## src/rtl/wave_monitor.sv

```systemverilog
// wave_monitor
// Receive-side companion to the function generator. Samples the DAC data
// stream on every rising edge of data_clk and measures the waveform: the
// period in samples, the per-period maximum/minimum, peak-to-peak amplitude,
// lock status and a sticky loss-of-signal flag.
//
// data_clk is slow relative to clk_50MHz, so it is treated as a strobe. It is
// synchronised through two flops and edge-detected with one history flop.
//
// Ports:
//   clk_50MHz    in   system clock
//   rst          in   asynchronous active-high reset
//   data_clk     in   generator sample clock (sample on its rising edge)
//   data_in      in   generator level, DATA_W bits
//   data_in_en   in   generator output enable, 0 = no signal
//   period       out  samples in the last completed period
//   peak_max     out  maximum sample of the last period
//   peak_min     out  minimum sample of the last period
//   p2p          out  peak_max - peak_min
//   result_valid out  one-cycle pulse when period/peaks update
//   locked       out  at least one full period measured since SEEK
//   timeout_flag out  sticky loss-of-signal indicator
//
// Build option: define WAVE_MON_HYST_EN to use hysteresis crossing detection
// (arm below MID-HYST, fire at or above MID+HYST). Without it a crossing is a
// plain upward pass through MID and HYST is unused.

module wave_monitor #(
  parameter int DATA_W  = 10,
  parameter int CNT_W   = 16,
  parameter int MID     = 512,
  parameter int HYST    = 16,
  parameter int TIMEOUT = 65535
) (
  input  logic              clk_50MHz,
  input  logic              rst,
  input  logic              data_clk,
  input  logic [DATA_W-1:0] data_in,
  input  logic              data_in_en,
  output logic [CNT_W-1:0]  period,
  output logic [DATA_W-1:0] peak_max,
  output logic [DATA_W-1:0] peak_min,
  output logic [DATA_W-1:0] p2p,
  output logic              result_valid,
  output logic              locked,
  output logic              timeout_flag
);

  typedef enum logic [1:0] {
    IDLE    = 2'd0,
    SEEK    = 2'd1,
    MEASURE = 2'd2
  } state_t;

  localparam logic [CNT_W-1:0] TimeoutCnt = CNT_W'(TIMEOUT);

  // Strobe generation: two synchroniser flops plus one history flop, giving
  // a single-cycle pulse per data_clk rising edge.
  logic syncA_q;
  logic syncB_q;
  logic hist_q;
  logic strobe;

  always_ff @(posedge clk_50MHz or posedge rst) begin
    if (rst) begin
      syncA_q <= 1'b0;
      syncB_q <= 1'b0;
      hist_q  <= 1'b0;
    end else begin
      syncA_q <= data_clk;
      syncB_q <= syncA_q;
      hist_q  <= syncB_q;
    end
  end

  assign strobe = syncB_q & ~hist_q;

  logic state_is_idle;
  logic clearDetect;
  logic crossing;

  // Crossing history is discarded whenever the monitor is (or is about to be)
  // idle, so the first strobe afterwards can never produce a crossing.
  assign clearDetect = ~data_in_en | state_is_idle;

`ifdef WAVE_MON_HYST_EN
  localparam logic [DATA_W-1:0] LowLvl  = DATA_W'(MID - HYST);
  localparam logic [DATA_W-1:0] HighLvl = DATA_W'(MID + HYST);

  logic armed_q;
  logic armed_d;

  assign crossing = strobe & armed_q & (data_in >= HighLvl);

  // The armed flag is set by any sample below the lower threshold and is
  // consumed by the crossing, so noise inside the band cannot fire.
  always_comb begin
    armed_d = armed_q;
    if (clearDetect) begin
      armed_d = 1'b0;
    end else if (strobe) begin
      if (data_in < LowLvl) begin
        armed_d = 1'b1;
      end else if (crossing) begin
        armed_d = 1'b0;
      end
    end
  end

  always_ff @(posedge clk_50MHz or posedge rst) begin
    if (rst) begin
      armed_q <= 1'b0;
    end else begin
      armed_q <= armed_d;
    end
  end
`else
  localparam logic [DATA_W-1:0] MidLvl = DATA_W'(MID);

  logic              prevValid_q;
  logic              prevValid_d;
  logic [DATA_W-1:0] prev_q;
  logic [DATA_W-1:0] prev_d;
  logic              unusedHyst;

  assign unusedHyst = ^(DATA_W'(HYST));

  assign crossing = strobe & prevValid_q & (prev_q < MidLvl) & (data_in >= MidLvl);

  // The previous sample follows every strobe; it only becomes valid once a
  // strobe has been seen outside IDLE.
  always_comb begin
    prevValid_d = prevValid_q;
    prev_d      = prev_q;
    if (clearDetect) begin
      prevValid_d = 1'b0;
    end else if (strobe) begin
      prevValid_d = 1'b1;
      prev_d      = data_in;
    end
  end

  always_ff @(posedge clk_50MHz or posedge rst) begin
    if (rst) begin
      prevValid_q <= 1'b0;
      prev_q      <= '0;
    end else begin
      prevValid_q <= prevValid_d;
      prev_q      <= prev_d;
    end
  end
`endif

  // Measurement state
  state_t            state_q,   state_d;
  logic [CNT_W-1:0]  cnt_q,     cnt_d;
  logic [DATA_W-1:0] runMax_q,  runMax_d;
  logic [DATA_W-1:0] runMin_q,  runMin_d;
  logic [CNT_W-1:0]  period_q,  period_d;
  logic [DATA_W-1:0] peakMax_q, peakMax_d;
  logic [DATA_W-1:0] peakMin_q, peakMin_d;
  logic [DATA_W-1:0] p2p_q,     p2p_d;
  logic              valid_q,   valid_d;
  logic              locked_q,  locked_d;
  logic              timeout_q, timeout_d;

  logic [CNT_W-1:0]  cntInc;
  logic              hitTimeout;

  assign state_is_idle = (state_q == IDLE);

  // Counter saturates at TIMEOUT; reaching it is the loss-of-signal event.
  assign cntInc     = (cnt_q == TimeoutCnt) ? cnt_q : cnt_q + CNT_W'(1);
  assign hitTimeout = (cntInc == TimeoutCnt);

  // Next-state logic. A low enable overrides everything, including a
  // crossing on the same cycle. A crossing beats a simultaneous timeout.
  always_comb begin
    state_d   = state_q;
    cnt_d     = cnt_q;
    runMax_d  = runMax_q;
    runMin_d  = runMin_q;
    period_d  = period_q;
    peakMax_d = peakMax_q;
    peakMin_d = peakMin_q;
    p2p_d     = p2p_q;
    valid_d   = 1'b0;
    locked_d  = locked_q;
    timeout_d = timeout_q;

    if (!data_in_en) begin
      state_d  = IDLE;
      cnt_d    = '0;
      locked_d = 1'b0;
    end else begin
      case (state_q)
        IDLE: begin
          cnt_d    = '0;
          locked_d = 1'b0;
          state_d  = SEEK;
        end
        SEEK: begin
          if (strobe) begin
            if (crossing) begin
              cnt_d    = CNT_W'(1);
              runMax_d = data_in;
              runMin_d = data_in;
              state_d  = MEASURE;
            end else if (hitTimeout) begin
              timeout_d = 1'b1;
              cnt_d     = '0;
            end else begin
              cnt_d = cntInc;
            end
          end
        end
        MEASURE: begin
          if (strobe) begin
            if (crossing) begin
              // The closing crossing sample belongs to the next period.
              period_d  = cnt_q;
              peakMax_d = runMax_q;
              peakMin_d = runMin_q;
              p2p_d     = runMax_q - runMin_q;
              valid_d   = 1'b1;
              locked_d  = 1'b1;
              timeout_d = 1'b0;
              cnt_d     = CNT_W'(1);
              runMax_d  = data_in;
              runMin_d  = data_in;
            end else if (hitTimeout) begin
              locked_d  = 1'b0;
              timeout_d = 1'b1;
              cnt_d     = '0;
              state_d   = SEEK;
            end else begin
              cnt_d    = cntInc;
              runMax_d = (data_in > runMax_q) ? data_in : runMax_q;
              runMin_d = (data_in < runMin_q) ? data_in : runMin_q;
            end
          end
        end
        default: begin
          state_d = IDLE;
          cnt_d   = '0;
        end
      endcase
    end
  end

  always_ff @(posedge clk_50MHz or posedge rst) begin
    if (rst) begin
      state_q   <= IDLE;
      cnt_q     <= '0;
      runMax_q  <= '0;
      runMin_q  <= '1;
      period_q  <= '0;
      peakMax_q <= '0;
      peakMin_q <= '0;
      p2p_q     <= '0;
      valid_q   <= 1'b0;
      locked_q  <= 1'b0;
      timeout_q <= 1'b0;
    end else begin
      state_q   <= state_d;
      cnt_q     <= cnt_d;
      runMax_q  <= runMax_d;
      runMin_q  <= runMin_d;
      period_q  <= period_d;
      peakMax_q <= peakMax_d;
      peakMin_q <= peakMin_d;
      p2p_q     <= p2p_d;
      valid_q   <= valid_d;
      locked_q  <= locked_d;
      timeout_q <= timeout_d;
    end
  end

  assign period       = period_q;
  assign peak_max     = peakMax_q;
  assign peak_min     = peakMin_q;
  assign p2p          = p2p_q;
  assign result_valid = valid_q;
  assign locked       = locked_q;
  assign timeout_flag = timeout_q;

endmodule
```

## config.mk

```make
export PLATFORM = sky130hd
export DESIGN_NAME = wave_monitor
export DESIGN_NICKNAME = d
export VERILOG_FILES = /design/src/rtl/wave_monitor.sv
export SDC_FILE = /design/constraint.sdc
export NUM_CORES = 1
export LEC_CHECK = 0
export BUFFER_PORTS_ARGS = -buffer_cell sky130_fd_sc_hd__buf_2
export CAP_MARGIN = 10
export CORE_MARGIN = 4
export CORE_UTILIZATION = 60
export DETAILED_ROUTE_END_ITERATION = 10
export PLACE_DENSITY = 0.82
export SETUP_SLACK_MARGIN = 0.2
export SYNTH_ARGS = -nofsm -noshare
export SYNTH_HDL_FRONTEND = slang
export SYNTH_SLANG_ARGS = --single-unit
```

## constraint.sdc

```tcl
create_clock -name clk_50MHz -period 9.4 [get_ports clk_50MHz]
set_input_delay 2.35 -clock clk_50MHz [delete_from_list [all_inputs] [get_ports clk_50MHz]]
set_output_delay 2.35 -clock clk_50MHz [all_outputs]
set_load 0.1 [all_outputs]
```

Word level (Yosys, flattened, before mapping)
Cells that the tools add are included.
{"block": "classes", "mux": 42, "reduce_logical": 11, "order_cmp": 4, "bitwise": 8, "n_addsub": 2, "n_eq_ne": 19}
{"op": "$mux 10", "count": 10}
{"op": "$mux 16", "count": 6}
{"op": "$pmux 10 s2", "count": 2}
{"op": "$eq 16x16->1 const B", "count": 2}
{"op": "$ne 3x3->1 const B", "count": 8}
{"op": "$add 16x1->16 const B", "count": 1}
{"op": "$mux 1", "count": 15}
{"op": "$reduce_and 7->1", "count": 2}
{"op": "$mux 2", "count": 6}
{"op": "$ge 10x10->1 const B", "count": 1}
{"op": "$gt 10x10->1", "count": 1}
{"op": "$lt 10x10->1", "count": 1}
{"op": "$lt 10x10->1 const B", "count": 1}
{"op": "$reduce_and 5->1", "count": 2}
{"op": "$sub 10x10->10", "count": 1}
{"op": "$ne 2x2->1 const B", "count": 4}
{"op": "$pmux 2 s3", "count": 1}
{"op": "$and 1x1->1", "count": 4}
{"op": "$ne 4x4->1 const B", "count": 1}
{"op": "$pmux 1 s2", "count": 2}
{"op": "$reduce_and 4->1", "count": 1}
{"op": "$reduce_bool 2->1", "count": 2}
{"op": "$ne 3x1->1 const B", "count": 1}
{"op": "$ne 3x2->1 const B", "count": 1}
{"op": "8 further kinds", "count": 10}
{"block": "word_totals", "ff_bits": 101, "out_inout_bits": 49, "input_bits": 14}

Longest topological paths before layout
{"block": "depth", "word_depth": 9, "mapped_depth": 11, "mapped_depth_nobuf": 10}

Worst setup path before layout
OpenSTA, ideal clock, no wires.
{"block": "synth_path", "kind": "input-to-reg", "start": "input port data_in[4]", "end": "register runMin_q[0]", "required_ps": 9318, "cell_stages": 8, "arrival_ps": 3969, "slack_ps": 5349, "cell_sequence": "ha_1 > o21a_1 > o211a_1 > a221oi_1 > o21a_1 > a31o_1 > buf_6 > mux2_4"}
{"block": "synth_via", "elab_chain_cells": 5}
{"item": "start: declaration", "line": "38", "source": "input logic [DATA_W-1:0] data_in,"}
{"item": "$ge 10x10->1", "line": "128", "source": "assign crossing = strobe & prevValid_q & (prev_q < MidLvl) & (data_in >= MidLvl);"}
{"item": "$and 1x1->1", "line": "128"}
{"item": "$mux 10", "line": "219", "source": "if (crossing) begin"}
{"item": "$mux 10", "line": "218", "source": "if (strobe) begin"}
{"item": "$pmux 10 s2", "line": "196", "source": "case (state_q)"}
{"item": "end signal: assignment", "line": "268", "source": "runMin_q <= runMin_d;"}
{"item": "end: declaration", "line": "158", "source": "logic [DATA_W-1:0] runMin_q, runMin_d;"}
Several ways; a longest one is shown, not always the timed one. The select of a mux whose other input is x is not followed.
A chain may end at the register's enable or synchronous reset.

Final worst setup path
{"block": "layout_path", "start": "input port data_in[5]", "end": "register runMin_q[9]"}
Same word-level chain as after synthesis.

==> impl_metrics.py <==
metrics = {
    "worst_setup_path": {
        "critPathMaxFanout": 10,
        "cp_data_arrival_time_ns": 4.62,
        "cp-start-kind": "primary input",
        "path_class": "in2reg",
        "cp.required_ns": 9.72,
        "reg2regPathDepth": 8,
        "rr_endpoint": "runMax_q[1]",
        "endpoint_kind": "flip-flop",
        "r2r_slack_ns": 5.51,
        "timing.rr.start": "cnt_q[0]",
    },
    "yosys": {
        "avgSynthCellArea_sq_um": 9.64,
        "synth_seq_cells": 92,
        "synth_top_area_frac": 0.398,
        "synth_edf_count": 0,
        "ys.flop_type": "dfrtp_1",
        "synth_area_leaders": "dfrtp_1 (40%), ha_1 (8.0%), nand2_1 (7.4%)",
        "synth-warning-count": 0,
        "synthTopCellsByCount": "nand2_1 (101), dfrtp_1 (82), o21ai_0 (44), inv_1 (37), ha_1 (33)",
        "ys_async_sr_fraction": 1.00,
        "syn_nets": 582,
        "synth.cell_area_sq_um": 5150,
        "syn-instance-count": 534,
        "ys_seq_area_frac": 0.449,
        "yosysTopAreaCell": "dfrtp_1",
        "yosysMostFrequentCell": "nand2_1",
        "ys_types": 64,
    },
    "hold_path": {
        "hold_end": "syncB_q",
        "min_path_cells": 0,
        "worstHoldStart": "syncA_q",
        "hold_path.class": "reg2reg",
    },
    "grt": {
        "grt_pass1_vias": 4101,
        "antenna_found_initial": 0,
        "overflow": 0,
        "grt_max_degree": 83,
        "grt_pass1_wl_um": 20300,
        "grt_usage": 0.252,
    },
    "drt": {
        "via_per_inst": 6.02,
        "wire_per_inst_um": 17.7,
        "ant_nets": 0,
        "vias": 4147,
        "drc": 0,
        "wirelength_um": 12200,
        "drt_first_iter_violations": 173,
        "first_pass_iters": 5,
    },
    "floorplanning": {
        "die-area_sq_um": 10100,
        "fp.coreArea_sq_um": 8300,
        "die-height_um": 101,
        "fp-row-count": 33,
        "num_io_pins": 63,
        "initial_core_util": 0.621,
        "die_w_um": 101,
    },
    "place": {
        "placedCellCount": 673,
        "dpl.hpwl_um": 8560,
        "place_area_sq_um": 5460,
        "numPortBuffers": 62,
        "preCtsSetupSlack_ns": 4.73,
        "gp_congestion": 0.937,
    },
    "timing": {
        "fin_tns_setup_ns": 0,
        "min_period_ns": 4.30,
        "tightest_slew_ns": 1.15,
        "fin_crit_sh": 0.457,
        "worst_slack_ns": 5.10,
        "setup_viol": 0,
        "rsz0062_at_grt": "false",
        "maxSlewHeadroom": 0.231,
        "fmax_ghz": 0.233,
        "final_hold_viol_count": 0,
        "slew_violations": 0,
        "fin_worst_skew_ns": 0.0126,
    },
    "finish": {
        "final_area_sq_um": 5670,
        "fillers": 659,
        "drive_above_1_share": 0.212,
        "area_delta_synth_final_pct": 10.2,
        "antenna_cells": 0,
        "fin_cells": 689,
        "final_nets": 627,
    },
    "cts": {
        "clock_path_buffers": 2,
        "htreeDepth": 3,
        "postCtsHoldBufs": 0,
        "clock-sinks": 92,
        "cts-resized-gates": 0,
        "root_buffer": "clkbuf_8",
        "post-cts-setup-buffer-count": 0,
        "cts_tree": "built",
        "clk_transition_reported_paths_ns": 0.09,
        "clk_latency_ns": 0.39,
        "cts_buffers": 9,
    },
    "power_and_ir_drop": {
        "ir_worst_vdd_mv": 0.131,
        "power_mw": 1.28,
        "power_density_nw_per_um2": 225,
        "leakagePower_nw": 2.69,
    },
    "run": {
        "drv_cap": 0,
    },
    "outcome": {
        "status": "complete, no violations",
    },
}
-- layer usage --
layer / routed length (um) / global-route usage / vias up / part of all wire
met1: 5540 / 0.359 / 2011 / 0.45
met3: 754 / 0.0512 / 16 / 0.062
met5: 0 / 0 / - / 0
li1: - / - / 1960 / -
met4: 167 / 0.0715 / 0 / 0.014
met2: 5730 / 0.392 / 160 / 0.47
-- report_power, final --
part           internal [mW]  total (mW)  switching [mW]
logic                  0.209       0.496           0.287
registers              0.451       0.490          0.0388
clock network          0.130       0.290           0.160
total                  0.790        1.28           0.486
-- critical path, stage by stage --
cell and delay, ns:
buf_2 0.13, ha_1 0.31, a211oi_1 0.24, o21ai_0 0.15
a221oi_1 0.28, o21a_1 0.17, a31o_1 0.63, mux2_4 0.35
-- through the flow --
step / utilization / hold slack, ns
2_1_floorplan: - / 0.331
3_3_place_gp: 0.658 / 0.337
3_5_place_dp: 0.658 / 0.335
6_report: 0.684 / 0.355
5_1_grt: 0.684 / 0.367
4_1_cts: 0.684 / 0.357
-- state kept, by name (all words and copies together) (netlist names), 2 cells and up --
name,count
period,16
runMax_q,10
runMin_q,10
state_q,2
peak_min,10
peak_max,10
cnt_q,16
p2p,10
-- worst max-delay path by stage --
stage          startpoint           to  slack (ns)  cells after the start
5_1_grt        data_in[1]  runMax_q[9]        4.99                      9
6_report       data_in[5]  runMin_q[9]        5.10                      8
2_1_floorplan         rst     cnt_q[0]        4.67                      1
4_1_cts        data_in[1]  runMax_q[7]        5.11                      9
3_5_place_dp   data_in[1]  runMax_q[3]        4.73                      9
3_3_place_gp   data_in[4]  runMin_q[0]        4.84                      8
-- layout by cell type, fill, tap and decap left out, types with 4 or more instances in the layout --
| cell | Yosys | final |
|---|---|---|
| dfrtp_1 | 82 | 82 |
| a21oi_1 | 12 | 12 |
| nand2_1 | 101 | 101 |
| nand3_1 | 13 | 13 |
| o21ai_1 | 6 | 6 |
| o21ai_0 | 44 | 44 |
| or3_1 | 5 | 5 |
| inv_1 | 37 | 36 |
| nand4_1 | 14 | 14 |
| clkbuf_8 | 0 | 9 |
| nor2_1 | 18 | 18 |
| ha_1 | 33 | 33 |
| nor3_1 | 11 | 11 |
| a31oi_1 | 11 | 11 |
| nor2b_1 | 4 | 4 |
| mux2_4 | 19 | 19 |
| buf_2 | 9 | 62 |
| nor4_1 | 4 | 4 |
| o22ai_1 | 4 | 4 |
| dfstp_2 | 10 | 10 |
| nand2b_1 | 4 | 4 |
| o21a_1 | 4 | 4 |
-- cells by family (layout without fill, tap and decap cells) --
group,Yosys count,in the layout,share of synthesized area
muxes,25,25,0.0678
xor gates and xnor gates,6,6,0.0102
adders and majority gates,34,34,0.0841
DFF,92,92,0.449
and+or+nand+nor,198,198,0.194
buffers and inverters,67,117,0.0554
AOI/OAI and AO/OA,112,112,0.139
-- final cells by class --
class / instances / area [sq um] / share of cell area
multi-input combinational: 375 / 2550 / 0.449
sequential: 92 / 2310 / 0.408
timing repair buffer: 64 / 325 / 0.0573
inverter: 37 / 140 / 0.0247
tap: 105 / 131 / 0.0232
clock buffer: 9 / 124 / 0.0218
clock inverter: 7 / 88.8 / 0.0157
Note: power is estimated with default switching activity, not from simulation.
